## src/rtl/fp_align_stage_pkg.sv

```systemverilog
// Shared types and widths for the binary32 alignment pre-stage.
package fp_align_pkg;

   localparam int EXP_W        = 8;
   localparam int FRAC_W       = 23;
   localparam int MANT_W       = 27;
   localparam int STICKY_LIMIT = 27;

   typedef enum logic [1:0] {
      IDLE  = 2'd0,
      SHIFT = 2'd1,
      HOLD  = 2'd2
   } state_t;

   typedef struct packed {
      logic              sign;
      logic [EXP_W-1:0]  exp_eff;
      logic [MANT_W-1:0] mant;
   } operand_t;

   // Denormals read as exponent 1 with a clear hidden bit.
   function automatic operand_t unpack(input logic [31:0] v);
      operand_t o;
      o.sign = v[31];
      if (v[30:23] == 8'd0) begin
         o.exp_eff = 8'd1;
         o.mant    = {1'b0, v[22:0], 3'b000};
      end else begin
         o.exp_eff = v[30:23];
         o.mant    = {1'b1, v[22:0], 3'b000};
      end
      return o;
   endfunction

endpackage

```

## src/rtl/fp_align_stage_if.sv

```systemverilog
// Operand-in / aligned-pair-out handshake bundle of the alignment stage.
interface fp_align_stage_if;
   import fp_align_pkg::*;

   logic              in_valid;
   logic              in_ready;
   logic [31:0]       op1;
   logic [31:0]       op2;
   logic              out_valid;
   logic              out_ready;
   logic              sign_big;
   logic              eff_sub;
   logic [EXP_W-1:0]  exp_out;
   logic [MANT_W-1:0] mant_big;
   logic [MANT_W-1:0] mant_small;
   logic              is_inf;
   logic              is_nan;

   modport master (
      output in_valid, op1, op2, out_ready,
      input  in_ready, out_valid, sign_big, eff_sub, exp_out,
             mant_big, mant_small, is_inf, is_nan
   );

   modport slave (
      input  in_valid, op1, op2, out_ready,
      output in_ready, out_valid, sign_big, eff_sub, exp_out,
             mant_big, mant_small, is_inf, is_nan
   );
endinterface

```

## src/rtl/fp_align_stage_sticky_shifter.sv

```systemverilog
// Combinational right shift by k with every shifted-out bit folded into bit0.
module fp_sticky_shifter
   import fp_align_pkg::*;
(
   input  logic [MANT_W-1:0] din,
   input  logic [4:0]        k,
   output logic [MANT_W-1:0] dout
);

   logic [MANT_W-1:0] lost_mask_s;

   // Mask covers the k low bits (old bit0 included) that leave the word.
   always_comb begin
      lost_mask_s = (27'd1 << k) - 27'd1;
      dout        = (din >> k) | {26'd0, |(din & lost_mask_s)};
   end

endmodule

```

## src/rtl/fp_align_stage.sv

```systemverilog
// Binary32 operand unpack/order/align stage feeding the adder core.
// Optional NaN/Inf detection is enabled by defining FP_SPECIAL_DETECT_EN.
module fp_align_stage
   import fp_align_pkg::*;
#(
   parameter int SHIFT_PER_CYCLE = 1
) (
   input logic             clk,
   input logic             rst,
   fp_align_stage_if.slave bus
);

   localparam logic [4:0] STEP = 5'(SHIFT_PER_CYCLE);

   state_t            state_r, state_nxt_s;
   logic [4:0]        remaining_r;
   logic              sign_big_r, eff_sub_r;
   logic [EXP_W-1:0]  exp_r;
   logic [MANT_W-1:0] mant_big_r, mant_small_r;
   operand_t          opa_s, opb_s, big_s, small_s;
   logic [EXP_W-1:0]  d_s;
   logic [4:0]        k_s;
   logic [MANT_W-1:0] shifted_s;
   logic              accept_s, special_s, nan_s;

   // Unpack, order by magnitude (ties keep op1 big) and form the exponent gap.
   always_comb begin
      opa_s = unpack(bus.op1);
      opb_s = unpack(bus.op2);
      if (bus.op1[30:0] >= bus.op2[30:0]) begin
         big_s   = opa_s;
         small_s = opb_s;
      end else begin
         big_s   = opb_s;
         small_s = opa_s;
      end
      d_s = big_s.exp_eff - small_s.exp_eff;
      if (remaining_r < STEP) begin
         k_s = remaining_r;
      end else begin
         k_s = STEP;
      end
   end

`ifdef FP_SPECIAL_DETECT_EN
   logic is_inf_r, is_nan_r;
   logic nan1_s, nan2_s, inf1_s, inf2_s;

   // Classify exponent-255 operands at accept time.
   always_comb begin
      nan1_s    = (bus.op1[30:23] == 8'hFF) && (bus.op1[22:0] != 23'd0);
      nan2_s    = (bus.op2[30:23] == 8'hFF) && (bus.op2[22:0] != 23'd0);
      inf1_s    = (bus.op1[30:23] == 8'hFF) && (bus.op1[22:0] == 23'd0);
      inf2_s    = (bus.op2[30:23] == 8'hFF) && (bus.op2[22:0] == 23'd0);
      special_s = (bus.op1[30:23] == 8'hFF) || (bus.op2[30:23] == 8'hFF);
      nan_s     = nan1_s || nan2_s || (inf1_s && inf2_s && (bus.op1[31] != bus.op2[31]));
   end

   // Flags travel with the data and are rewritten on every accept.
   always_ff @(posedge clk or posedge rst) begin
      if (rst) begin
         is_inf_r <= 1'b0;
         is_nan_r <= 1'b0;
      end else if (accept_s) begin
         is_nan_r <= special_s && nan_s;
         is_inf_r <= special_s && !nan_s;
      end else begin
         is_inf_r <= is_inf_r;
         is_nan_r <= is_nan_r;
      end
   end

   assign bus.is_inf = is_inf_r;
   assign bus.is_nan = is_nan_r;
`else
   assign special_s  = 1'b0;
   assign nan_s      = 1'b0;
   assign bus.is_inf = 1'b0;
   assign bus.is_nan = 1'b0;
`endif

   fp_sticky_shifter u_shifter (
      .din  (mant_small_r),
      .k    (k_s),
      .dout (shifted_s)
   );

   // State register.
   always_ff @(posedge clk or posedge rst) begin
      if (rst) begin
         state_r <= IDLE;
      end else begin
         state_r <= state_nxt_s;
      end
   end

   // Next-state logic; gaps of 0 or beyond the sticky limit skip SHIFT.
   always_comb begin
      state_nxt_s = state_r;
      accept_s    = 1'b0;
      case (state_r)
         IDLE: begin
            if (bus.in_valid) begin
               accept_s = 1'b1;
               if ((d_s == 8'd0) || (d_s >= 8'(STICKY_LIMIT)) || special_s) begin
                  state_nxt_s = HOLD;
               end else begin
                  state_nxt_s = SHIFT;
               end
            end else begin
               state_nxt_s = IDLE;
            end
         end
         SHIFT: begin
            if (remaining_r <= STEP) begin
               state_nxt_s = HOLD;
            end else begin
               state_nxt_s = SHIFT;
            end
         end
         HOLD: begin
            if (bus.out_ready) begin
               state_nxt_s = IDLE;
            end else begin
               state_nxt_s = HOLD;
            end
         end
         default: state_nxt_s = IDLE;
      endcase
   end

   // Operand capture on accept, then iterative alignment of the small mantissa.
   always_ff @(posedge clk or posedge rst) begin
      if (rst) begin
         remaining_r  <= 5'd0;
         sign_big_r   <= 1'b0;
         eff_sub_r    <= 1'b0;
         exp_r        <= 8'd0;
         mant_big_r   <= 27'd0;
         mant_small_r <= 27'd0;
      end else if (accept_s) begin
         sign_big_r <= big_s.sign;
         eff_sub_r  <= bus.op1[31] ^ bus.op2[31];
         exp_r      <= big_s.exp_eff;
         mant_big_r <= big_s.mant;
         if ((d_s >= 8'(STICKY_LIMIT)) && !special_s) begin
            mant_small_r <= {26'd0, |small_s.mant};
            remaining_r  <= 5'd0;
         end else begin
            mant_small_r <= small_s.mant;
            remaining_r  <= d_s[4:0];
         end
      end else if (state_r == SHIFT) begin
         mant_small_r <= shifted_s;
         remaining_r  <= remaining_r - k_s;
      end else begin
         mant_small_r <= mant_small_r;
         remaining_r  <= remaining_r;
      end
   end

   assign bus.in_ready   = (state_r == IDLE);
   assign bus.out_valid  = (state_r == HOLD);
   assign bus.sign_big   = sign_big_r;
   assign bus.eff_sub    = eff_sub_r;
   assign bus.exp_out    = exp_r;
   assign bus.mant_big   = mant_big_r;
   assign bus.mant_small = mant_small_r;

endmodule
```

## src/flat_wrapper.sv

```systemverilog
// flat-port wrapper written by rule: the top's interface ports become plain ports
module fp_align_stage_flat import fp_align_pkg::*;
#(
   parameter int SHIFT_PER_CYCLE = 1
)
  (clk, rst, bus_in_valid, bus_op1, bus_op2, bus_out_ready, bus_in_ready, bus_out_valid, bus_sign_big, bus_eff_sub, bus_exp_out, bus_mant_big, bus_mant_small, bus_is_inf, bus_is_nan);
  fp_align_stage_if bus_i ();
  input logic clk;
  input logic rst;
  input wire logic [$bits(bus_i.in_valid)-1:0] bus_in_valid;
  input wire logic [$bits(bus_i.op1)-1:0] bus_op1;
  input wire logic [$bits(bus_i.op2)-1:0] bus_op2;
  input wire logic [$bits(bus_i.out_ready)-1:0] bus_out_ready;
  output wire logic [$bits(bus_i.in_ready)-1:0] bus_in_ready;
  output wire logic [$bits(bus_i.out_valid)-1:0] bus_out_valid;
  output wire logic [$bits(bus_i.sign_big)-1:0] bus_sign_big;
  output wire logic [$bits(bus_i.eff_sub)-1:0] bus_eff_sub;
  output wire logic [$bits(bus_i.exp_out)-1:0] bus_exp_out;
  output wire logic [$bits(bus_i.mant_big)-1:0] bus_mant_big;
  output wire logic [$bits(bus_i.mant_small)-1:0] bus_mant_small;
  output wire logic [$bits(bus_i.is_inf)-1:0] bus_is_inf;
  output wire logic [$bits(bus_i.is_nan)-1:0] bus_is_nan;
  assign bus_i.in_valid = bus_in_valid;
  assign bus_i.op1 = bus_op1;
  assign bus_i.op2 = bus_op2;
  assign bus_i.out_ready = bus_out_ready;
  assign bus_in_ready = bus_i.in_ready;
  assign bus_out_valid = bus_i.out_valid;
  assign bus_sign_big = bus_i.sign_big;
  assign bus_eff_sub = bus_i.eff_sub;
  assign bus_exp_out = bus_i.exp_out;
  assign bus_mant_big = bus_i.mant_big;
  assign bus_mant_small = bus_i.mant_small;
  assign bus_is_inf = bus_i.is_inf;
  assign bus_is_nan = bus_i.is_nan;
  fp_align_stage #(.SHIFT_PER_CYCLE(SHIFT_PER_CYCLE)) u_core (.clk(clk), .rst(rst), .bus(bus_i));
endmodule
```

## config.mk

```make
export PLATFORM = sky130hd
export DESIGN_NAME = fp_align_stage_flat
export DESIGN_NICKNAME = d
export VERILOG_FILES = /design/src/rtl/fp_align_stage_pkg.sv /design/src/rtl/fp_align_stage_if.sv /design/src/rtl/fp_align_stage_sticky_shifter.sv /design/src/rtl/fp_align_stage.sv /design/src/flat_wrapper.sv
export SDC_FILE = /design/constraint.sdc
export NUM_CORES = 1
export LEC_CHECK = 0
export CAP_MARGIN = 40
export CORE_MARGIN = 2
export CORE_UTILIZATION = 54
export CTS_CLUSTER_DIAMETER = 120
export CTS_CLUSTER_SIZE = 20
export DETAILED_ROUTE_END_ITERATION = 16
export PLACE_DENSITY = 0.93
export SLEW_MARGIN = 20
export SYNTH_ARGS = -nofsm -noshare
export SYNTH_HDL_FRONTEND = slang
export SYNTH_HIERARCHICAL = 1
export SYNTH_SLANG_ARGS = --single-unit
```

## constraint.sdc

```tcl
create_clock -name clk -period 3.75 [get_ports clk]
set_input_delay 0.75 -clock clk [delete_from_list [all_inputs] [get_ports clk]]
set_output_delay 0.75 -clock clk [all_outputs]
set_load 0.005 [all_outputs]
```

==> run metrics, run 1 <==
GR repair worst EP=u_core/bus.mant_small[24]$_DFFE_PP0P_/D; pin count of the biggest net entering global routing=69; gpl congestion=1.01; initial core utilization=54.9%; clock sinks=68; Place WS=-1750 ps; total grt overflow=3; HPWL Detailed=18800 µm; Die Width=117 µm; total track usage=73.2%; Seq/Total Area, Yosys=24.8%; Syn Inst Count=799; Worst End Pin Type=register data pin; clk root buf=clkbuf_16; syn avg cell area=8.60 µm²; flops & latches, synth=68; Syn. warnings=6; # IOs=136; Synth cell types=76; clock buffer depth=2; placed insts=1166; Syn Std Cell Area=6870 µm²; Inserted Clock Buffers=9; Die H=117 µm; I/O Buffers=130; Halt Stage=global routing (5_1_grt); status=stopped before the end; largest cells by area after synthesis=dfrtp_1 (25%), mux2i_1 (16%), ha_1 (7.5%); Synth top area share=24.8%; Post-synth EDFFs=0; number of core rows=41; stop err=[ERROR GRT-0232] Routing congestion too high. Check the congestion heatmap in the GUI.; Async SR Flop Fraction=100%; hold_buf cts=0; area leader, netlist=dfrtp_1; H-tree levels=3; Synth Flop Type=dfrtp_1
-- cell families after synthesis --
family,share of synthesized area [%]
simple gates,15.2
compound gates,19.7
mux,23.7
buf+inv,7.43
flops,24.8
fa+ha+maj,7.76
xor+xnor,1.38
other cells,0.0546
-- cells in the mapped netlist (15+ instances only) --
| cell | count |
|---|---|
| clkbuf_1 | 23 |
| ha_1 | 41 |
| mux2_2 | 20 |
| nor2_1 | 43 |
| o21ai_0 | 68 |
| buf_2 | 15 |
| nand2_1 | 86 |
| mux2i_1 | 110 |
| inv_1 | 45 |
| a21oi_1 | 48 |
| o22ai_1 | 28 |
| nor4_1 | 20 |
| dfrtp_1 | 68 |
-- per-stage QoR --
step	cell area [µm²]	util, %
4_1_cts	10100	80.5
3_5_place_dp	9080	72.5
3_3_place_gp	9080	72.5
2_1_floorplan	7060	-
-- metal layers --
metal  overflow  global-route usage, %
met5          0                   31.1
met4          2                   71.3
met3          0                   65.1
met2          1                   85.2
met1          0                   72.6
-- what timing repair did --
item	CTS
gates cloned	3
gates resized for setup	265
endpoints found under the setup margin	56
buffers inserted	6
pin swaps	61
==> inputs of run 2 (changes only) <==
--- a/config.mk
+++ b/config.mk
@@ -7,11 +7,9 @@
 export LEC_CHECK = 0
 export CAP_MARGIN = 40
 export CORE_MARGIN = 2
-export CORE_UTILIZATION = 54
-export CTS_CLUSTER_DIAMETER = 120
-export CTS_CLUSTER_SIZE = 20
+export CORE_UTILIZATION = 40
 export DETAILED_ROUTE_END_ITERATION = 16
-export PLACE_DENSITY = 0.93
+export PLACE_DENSITY_LB_ADDON = 0.15
 export SLEW_MARGIN = 20
 export SYNTH_ARGS = -nofsm -noshare
 export SYNTH_HDL_FRONTEND = slang
==> run metrics, run 2 <==
Inserted Clock Buffers=9; I/O Buffers=130; flops & latches, synth=68; CTS tree=built; Reg clk slew, reported paths=60 ps; Synth Flop Type=dfrtp_1; Synth top area share=24.8%; Post-Route WL=23700 µm; vias in the first global route=6842; leading cell types by count after synthesis=mux2i_1 (110), nand2_1 (86), dfrtp_1 (68), o21ai_0 (68), a21oi_1 (48); Die H=135 µm; PwrDens=610 nW/µm²; RSZ-0062 raised after global routing=yes; final worst setup slack=-484 ps; final design utilization=60.5%; Hold Fails Final Rpt=0; endpoints failing setup=32; maximum VDD drop=0.000622 V; Core ar.=16700 µm²; HPWL Detailed=16900 µm; wire per inst=18.9 µm; Post-synth EDFFs=0; Die ar.=18200 µm²; clk root buf=clkbuf_16; failing checks=negative setup slack; count leader, synth=mux2i_1; number of core rows=47; Async SR Flop Fraction=100%; Syn. warnings=6; Max Slew Vio Count=0; Worst Setup SP=bus_op1[1]; relative slew slack=43.7%; Tot Pwr=0.00616 W; Remaining DRCs=0; min cycle time layout=4230 ps; Pre-antenna DRT Iters=5; largest cells by area after synthesis=dfrtp_1 (25%), mux2i_1 (16%), ha_1 (7.5%); Setup crit end=u_core/bus.mant_small[18]$_DFFE_PP0P_; crit end category=register; fin crit share=113%; # IOs=136; MaxCap Viol Count=0; clock buffer depth=2; pin count of the biggest net entering global routing=58; most frequent cells in the layout=buf_4 (122), mux2i_1 (108), nand2_1 (80), clkdlybuf4s50_1 (68), dfrtp_1 (68); placed insts=1221; kind of critical path=input port to register; gpl congestion=0.948; global-route wire length before repair=36900 µm; Sequential cell area=1700 µm²; setup_tns=-13450 ps; clock latency on the worst-skew pair=330 ps; share of layout cells above drive strength 1=35.8%; initial core utilization=41.1%; clock sinks=68; worst-path maximum fanout=6; FMAX=0.236 GHz; Finished Layout Cells=1252; initial antenna violation count=0; total grt overflow=0; commonest non-fill, non-tap cell in the layout=buf_4; Die Width=135 µm; crit start category=input port; Final ANT Viol Nets=0; Crit Reg-Reg Startpoint=u_core/remaining_r[1]$_DFFE_PP0P_; Initial DRC Count=533; min-delay worst type=register to register; worst clock skew=5.51 ps; syn avg cell area=8.60 µm²; Largest register FFs=27; area leader, netlist=dfrtp_1; Syn Inst Count=799; final net count=1137; area of the multi-input gates=5420 µm²; Worst R2R Setup Slack=-120 ps; Syn Std Cell Area=6870 µm²; vias=7070; worst r2r dst=u_core/bus.mant_small[0]$_DFFE_PP0P_; number of fill cells in the layout=1450; Leakage=4.58 nW; Least-Margin Pin Slew=844 ps; Vias/cell=5.65; Worst EP arrival=4480 ps; Seq/Total Area, Yosys=24.8%; CP Data Required Time=4000 ps; status=finished with violations; Synth cell types=76; Area growth, synth to finish=47.1%; # diodes=0; path depth of the worst reg2reg path=15; total track usage=25.6%; H-tree levels=3
-- run 2: logic make-up (layout without fill, tap and decap cells) --
kind of cell	count (synthesis)	after routing	share of synthesized area, %
adders and majority gates	42	42	7.76
buffers and inverters	107	322	7.43
xor gates and xnor gates	10	10	1.38
AOI/OAI and AO/OA	210	210	19.7
muxes	145	145	23.7
and+or+nand+nor	216	217	15.2
DFF	68	68	24.8
other	1	18	0.0546
-- run 2: through the flow --
step                      hold WS, ps  setup slack (ps)  instance area [µm²]
after CTS                         487              -443                 9900
final                             486              -484                10100
after floorplan                   447              -680                 7060
after global routing              507              -645                10100
after detailed placement          473             -1350                 9180
after global placement            462             -1250                 9170
-- run 2: critical path, cell delays in order --
cell and delay [ps]:
clkdlybuf4s15_2 210, ha_1 280, nand2_1 60, o21ai_2 120, a21oi_2 80, o41ai_4 330, a21oi_4 170, buf_6 150
mux2_4 210, ha_4 130, inv_2 30, fa_2 340, a211oi_2 220, nor2_1 90, xnor2_1 220, o31ai_2 120
or4_4 630, buf_12 180, o22ai_4 150
-- run 2: worst min path at each step --
stage,startpoint,end,cells after the start
after floorplan,u_core/state_r[1]$_DFF_PP0_,u_core/state_r[0]$_DFF_PP0_,1
after global placement,u_core/bus.mant_big[26]$_DFFE_PP0P_,u_core/bus.mant_big[26]$_DFFE_PP0P_,2
after detailed placement,u_core/bus.exp_out[0]$_DFFE_PP0P_,u_core/bus.exp_out[0]$_DFFE_PP0P_,2
after CTS,u_core/bus.exp_out[0]$_DFFE_PP0P_,u_core/bus.exp_out[0]$_DFFE_PP0P_,2
after global routing,u_core/bus.mant_big[19]$_DFFE_PP0P_,u_core/bus.mant_big[19]$_DFFE_PP0P_,2
final,u_core/bus.mant_big[14]$_DFFE_PP0P_,u_core/bus.mant_big[14]$_DFFE_PP0P_,2
-- run 2: area by class of cell --
| class | count | area share [%] |
|---|---|---|
| multi-input cells | 642 | 53.6 |
| clock buffers | 9 | 2.23 |
| inverters | 46 | 1.83 |
| well taps | 220 | 2.72 |
| flip-flops and latches | 68 | 16.8 |
| repair buffers | 260 | 21.8 |
| clock inverters | 7 | 0.978 |
-- run 2: what timing repair did --
| item | CTS | global route |
|---|---|---|
| pin swaps | 54 | 8 |
| gates cloned | 2 | 2 |
| buffers inserted | 9 | 3 |
| resized for setup | 317 | 35 |
| hold buffers | 0 | 0 |
| endpoints found under the setup margin | 32 | 32 |
-- run 2: report_power, final --
group | internal (W) | switching [W]
combinational | 0.00193 | 0.00188
clock | 0.000585 | 0.000341
sequential | 0.00104 | 0.000384
-- run 2: per-layer routing --
| layer | GRT usage, % | up-vias | share of wire (%) |
|---|---|---|---|
| met1 | 36.9 | 3350 | 46 |
| met5 | 0 | - | 0 |
| met2 | 38.8 | 292 | 45 |
| met3 | 3.90 | 43 | 6.2 |
| met4 | 9.14 | 0 | 2.5 |
| li1 | - | 3385 | - |
Note: power is estimated with default switching activity, not from simulation.
==> inputs of run 3 (changes only) <==
--- a/config.mk
+++ b/config.mk
@@ -13,5 +13,4 @@
 export SLEW_MARGIN = 20
 export SYNTH_ARGS = -nofsm -noshare
 export SYNTH_HDL_FRONTEND = slang
-export SYNTH_HIERARCHICAL = 1
 export SYNTH_SLANG_ARGS = --single-unit
==> run metrics, run 3 <==
design area=8120 µm²; GRT met1 Usage=36.5%; Tot Pwr=0.00426 W; Die ar.=13000 µm²; min cycle time layout=4470 ps; I/O Buffers=130; area leader, netlist=dfrtp_1; largest cells by area after synthesis=dfrtp_1 (35%), mux2i_1 (11%), ha_1 (11%); # diodes=0; initial antenna violation count=0; # IOs=136; MaxCap Viol Count=0; kind of critical path=input port to register; Die H=114 µm; Hold Fails Final Rpt=0; FMAX=0.224 GHz; initial core utilization=40.5%; worst-path maximum fanout=7; Post-synth EDFFs=0; Worst EP arrival=4710 ps; Post-DP Area=7210 µm²; Core ar.=11900 µm²; Synth cell types=45; maximum VDD drop=0.000312 V; Remaining DRCs=0; Hold Path Sink=u_core.bus.mant_big[20]$_DFFE_PP0P_; global-route wire length before repair=26200 µm; failing checks=negative setup slack; hold_buf cts=0; crit start category=input port; Die Width=114 µm; Worst R2R Setup Slack=1410 ps; Synth Flop Type=dfrtp_1; Crit Reg-Reg Startpoint=u_core.remaining_r[3]$_DFFE_PP0P_; Pre-antenna DRT Iters=5; Inserted Clock Buffers=9; status=finished with violations; crit end category=register; Post-Route WL=17000 µm; count leader, synth=dfrtp_1; Leakage=3.89 nW; Max Slew Vio Count=0; Syn Inst Count=541; HPWL Detailed=12200 µm; path depth of the worst reg2reg path=9; Seq/Total Area, Yosys=35.3%; Vias/cell=5.41; flops & latches, synth=68; hold path start=u_core.bus.mant_big[20]$_DFFE_PP0P_; Min Hold Slack=486 ps; clock latency on the worst-skew pair=340 ps; hold path depth=2; clock sinks=68; Initial DRC Count=428; most frequent cells in the layout=buf_4 (119), clkdlybuf4s50_1 (69), dfrtp_1 (68), mux2i_1 (51), nand2_1 (44); CTS tree=built; RSZ-0062 raised after global routing=yes; vias in the first global route=5067; syn avg cell area=8.92 µm²; met2 Usage GRT=42.8%; GRT Max-Usage Layer=met2; commonest non-fill, non-tap cell in the layout=buf_4; total track usage=26.0%; Largest register FFs=27; final net count=892; clock buffer depth=2; fin crit share=119%; share of layout cells above drive strength 1=38.5%; Area growth, synth to finish=68.2%; PwrDens=524 nW/µm²; Async SR Flop Fraction=100%; relative slew slack=48.5%; Synth top area share=35.3%; met3 Track Usage GR=3.13%; Syn Std Cell Area=4830 µm²; worst r2r dst=u_core.bus.mant_small[0]$_DFFE_PP0P_; vias=5046; Place WS=-1440 ps; CP Data Required Time=3990 ps; min-delay worst type=register to register; Syn. warnings=0; wire per inst=18.2 µm; Reg clk slew, reported paths=60 ps; pin count of the biggest net entering global routing=81; final worst setup slack=-717 ps; gpl congestion=0.910; worst clock skew=9.67 ps; H-tree levels=3; Final ANT Viol Nets=0; clk root buf=clkbuf_16; total grt overflow=0; endpoints failing setup=32; Least-Margin Pin Slew=772 ps; leading cell types by count after synthesis=dfrtp_1 (68), mux2i_1 (52), a21oi_1 (48), nand2_1 (47), nor2_1 (43); number of core rows=40
## run 3: changes by cell type after synthesis, moves of 6 or more
| cell | before | now |
|---|---|---|
| a211oi_1 | 9 | 2 |
| mux2_2 | 20 | 14 |
| buf_2 | 15 | 3 |
| clkbuf_1 | 23 | 16 |
| mux4_2 | 11 | 0 |
| o22ai_2 | 11 | 0 |
| nand2_1 | 86 | 47 |
| mux2i_1 | 110 | 52 |
| nor2b_1 | 11 | 2 |
| o21ai_1 | 0 | 15 |
| inv_1 | 45 | 39 |
| o21ai_0 | 68 | 24 |
## run 3: worst max path at each step
stage / slack (ps) / from / depth (start not counted) / to
after floorplan: -670 / bus_op2[20] / 21 / u_core.bus.mant_small[10]$_DFFE_PP0P_
after global placement: -1270 / bus_op2[20] / 20 / u_core.bus.mant_small[0]$_DFFE_PP0P_
after detailed placement: -1440 / bus_op2[20] / 19 / u_core.state_r[0]$_DFF_PP0_
after CTS: -620 / bus_op2[8] / 21 / u_core.bus.mant_small[8]$_DFFE_PP0P_
after global routing: -850 / bus_op2[18] / 20 / u_core.remaining_r[1]$_DFFE_PP0P_
final: -720 / bus_op1[21] / 19 / u_core.remaining_r[1]$_DFFE_PP0P_
## run 3: repair_timing
action,CTS,global route
buffers inserted,11,6
gates cloned,3,1
pin swaps,38,10
setup endpoints to repair,32,32
resized for setup,251,42
## run 3: area by class of cell
class                   count  area (µm²)
clock buffers               9         225
multi-input cells         407        3430
fillers                   939        3790
inverters                  39         179
clock inverters             6        88.8
repair buffers            257        2310
flip-flops and latches     68        1700
well taps                 147         184
## run 3: kinds of logic after synthesis
group | after synthesis | share of synthesized area [%]
AO/OA/AOI/OAI | 131 | 15.7
AND/OR/NAND/NOR | 155 | 14.8
buffers and inverters | 70 | 7.57
adder cells (fa/ha/maj) | 42 | 11.0
other | 1 | 0.0777
flip-flops | 68 | 35.3
XOR/XNOR | 8 | 1.45
multiplexers | 66 | 14.0
## run 3: where the power goes
group / switching (W) / total (W) / internal [W]
logic: 0.000989 / 0.00215 / 0.00116
registers: 0.000188 / 0.00118 / 0.000997
clock network: 0.000348 / 0.000928 / 0.000580
total: 0.00153 / 0.00426 / 0.00273
## run 3: stage by stage
stage | std cells | setup TNS [ps] | utilization (%)
floorplan | 545 | -18140 | -
global placement | 901 | -40210 | 60.5
detailed placement | 901 | -46750 | 60.5
CTS | 929 | -17880 | 66.3
global route | 933 | -25240 | 68.2
finish | 933 | -20690 | 68.2
## run 3: critical path: stages
cell	delay (ps)
buf_6	100
ha_4	240
a21oi_2	130
nand2_1	60
a221o_1	330
or3_4	350
o2bb2ai_4	230
buf_12	160
buf_4	130
mux2_2	360
ha_2	400
a31oi_2	110
o31a_1	300
o22a_1	210
nor4_4	210
nand2_2	140
buf_6	160
clkbuf_16	170
o22ai_4	160
## run 3: metal layers
metal | wire [µm] | vias up
li1 | - | 2425
met1 | 7850 | 2432
met2 | 8200 | 175
met3 | 782 | 14
met4 | 179 | 0
met5 | 0 | -
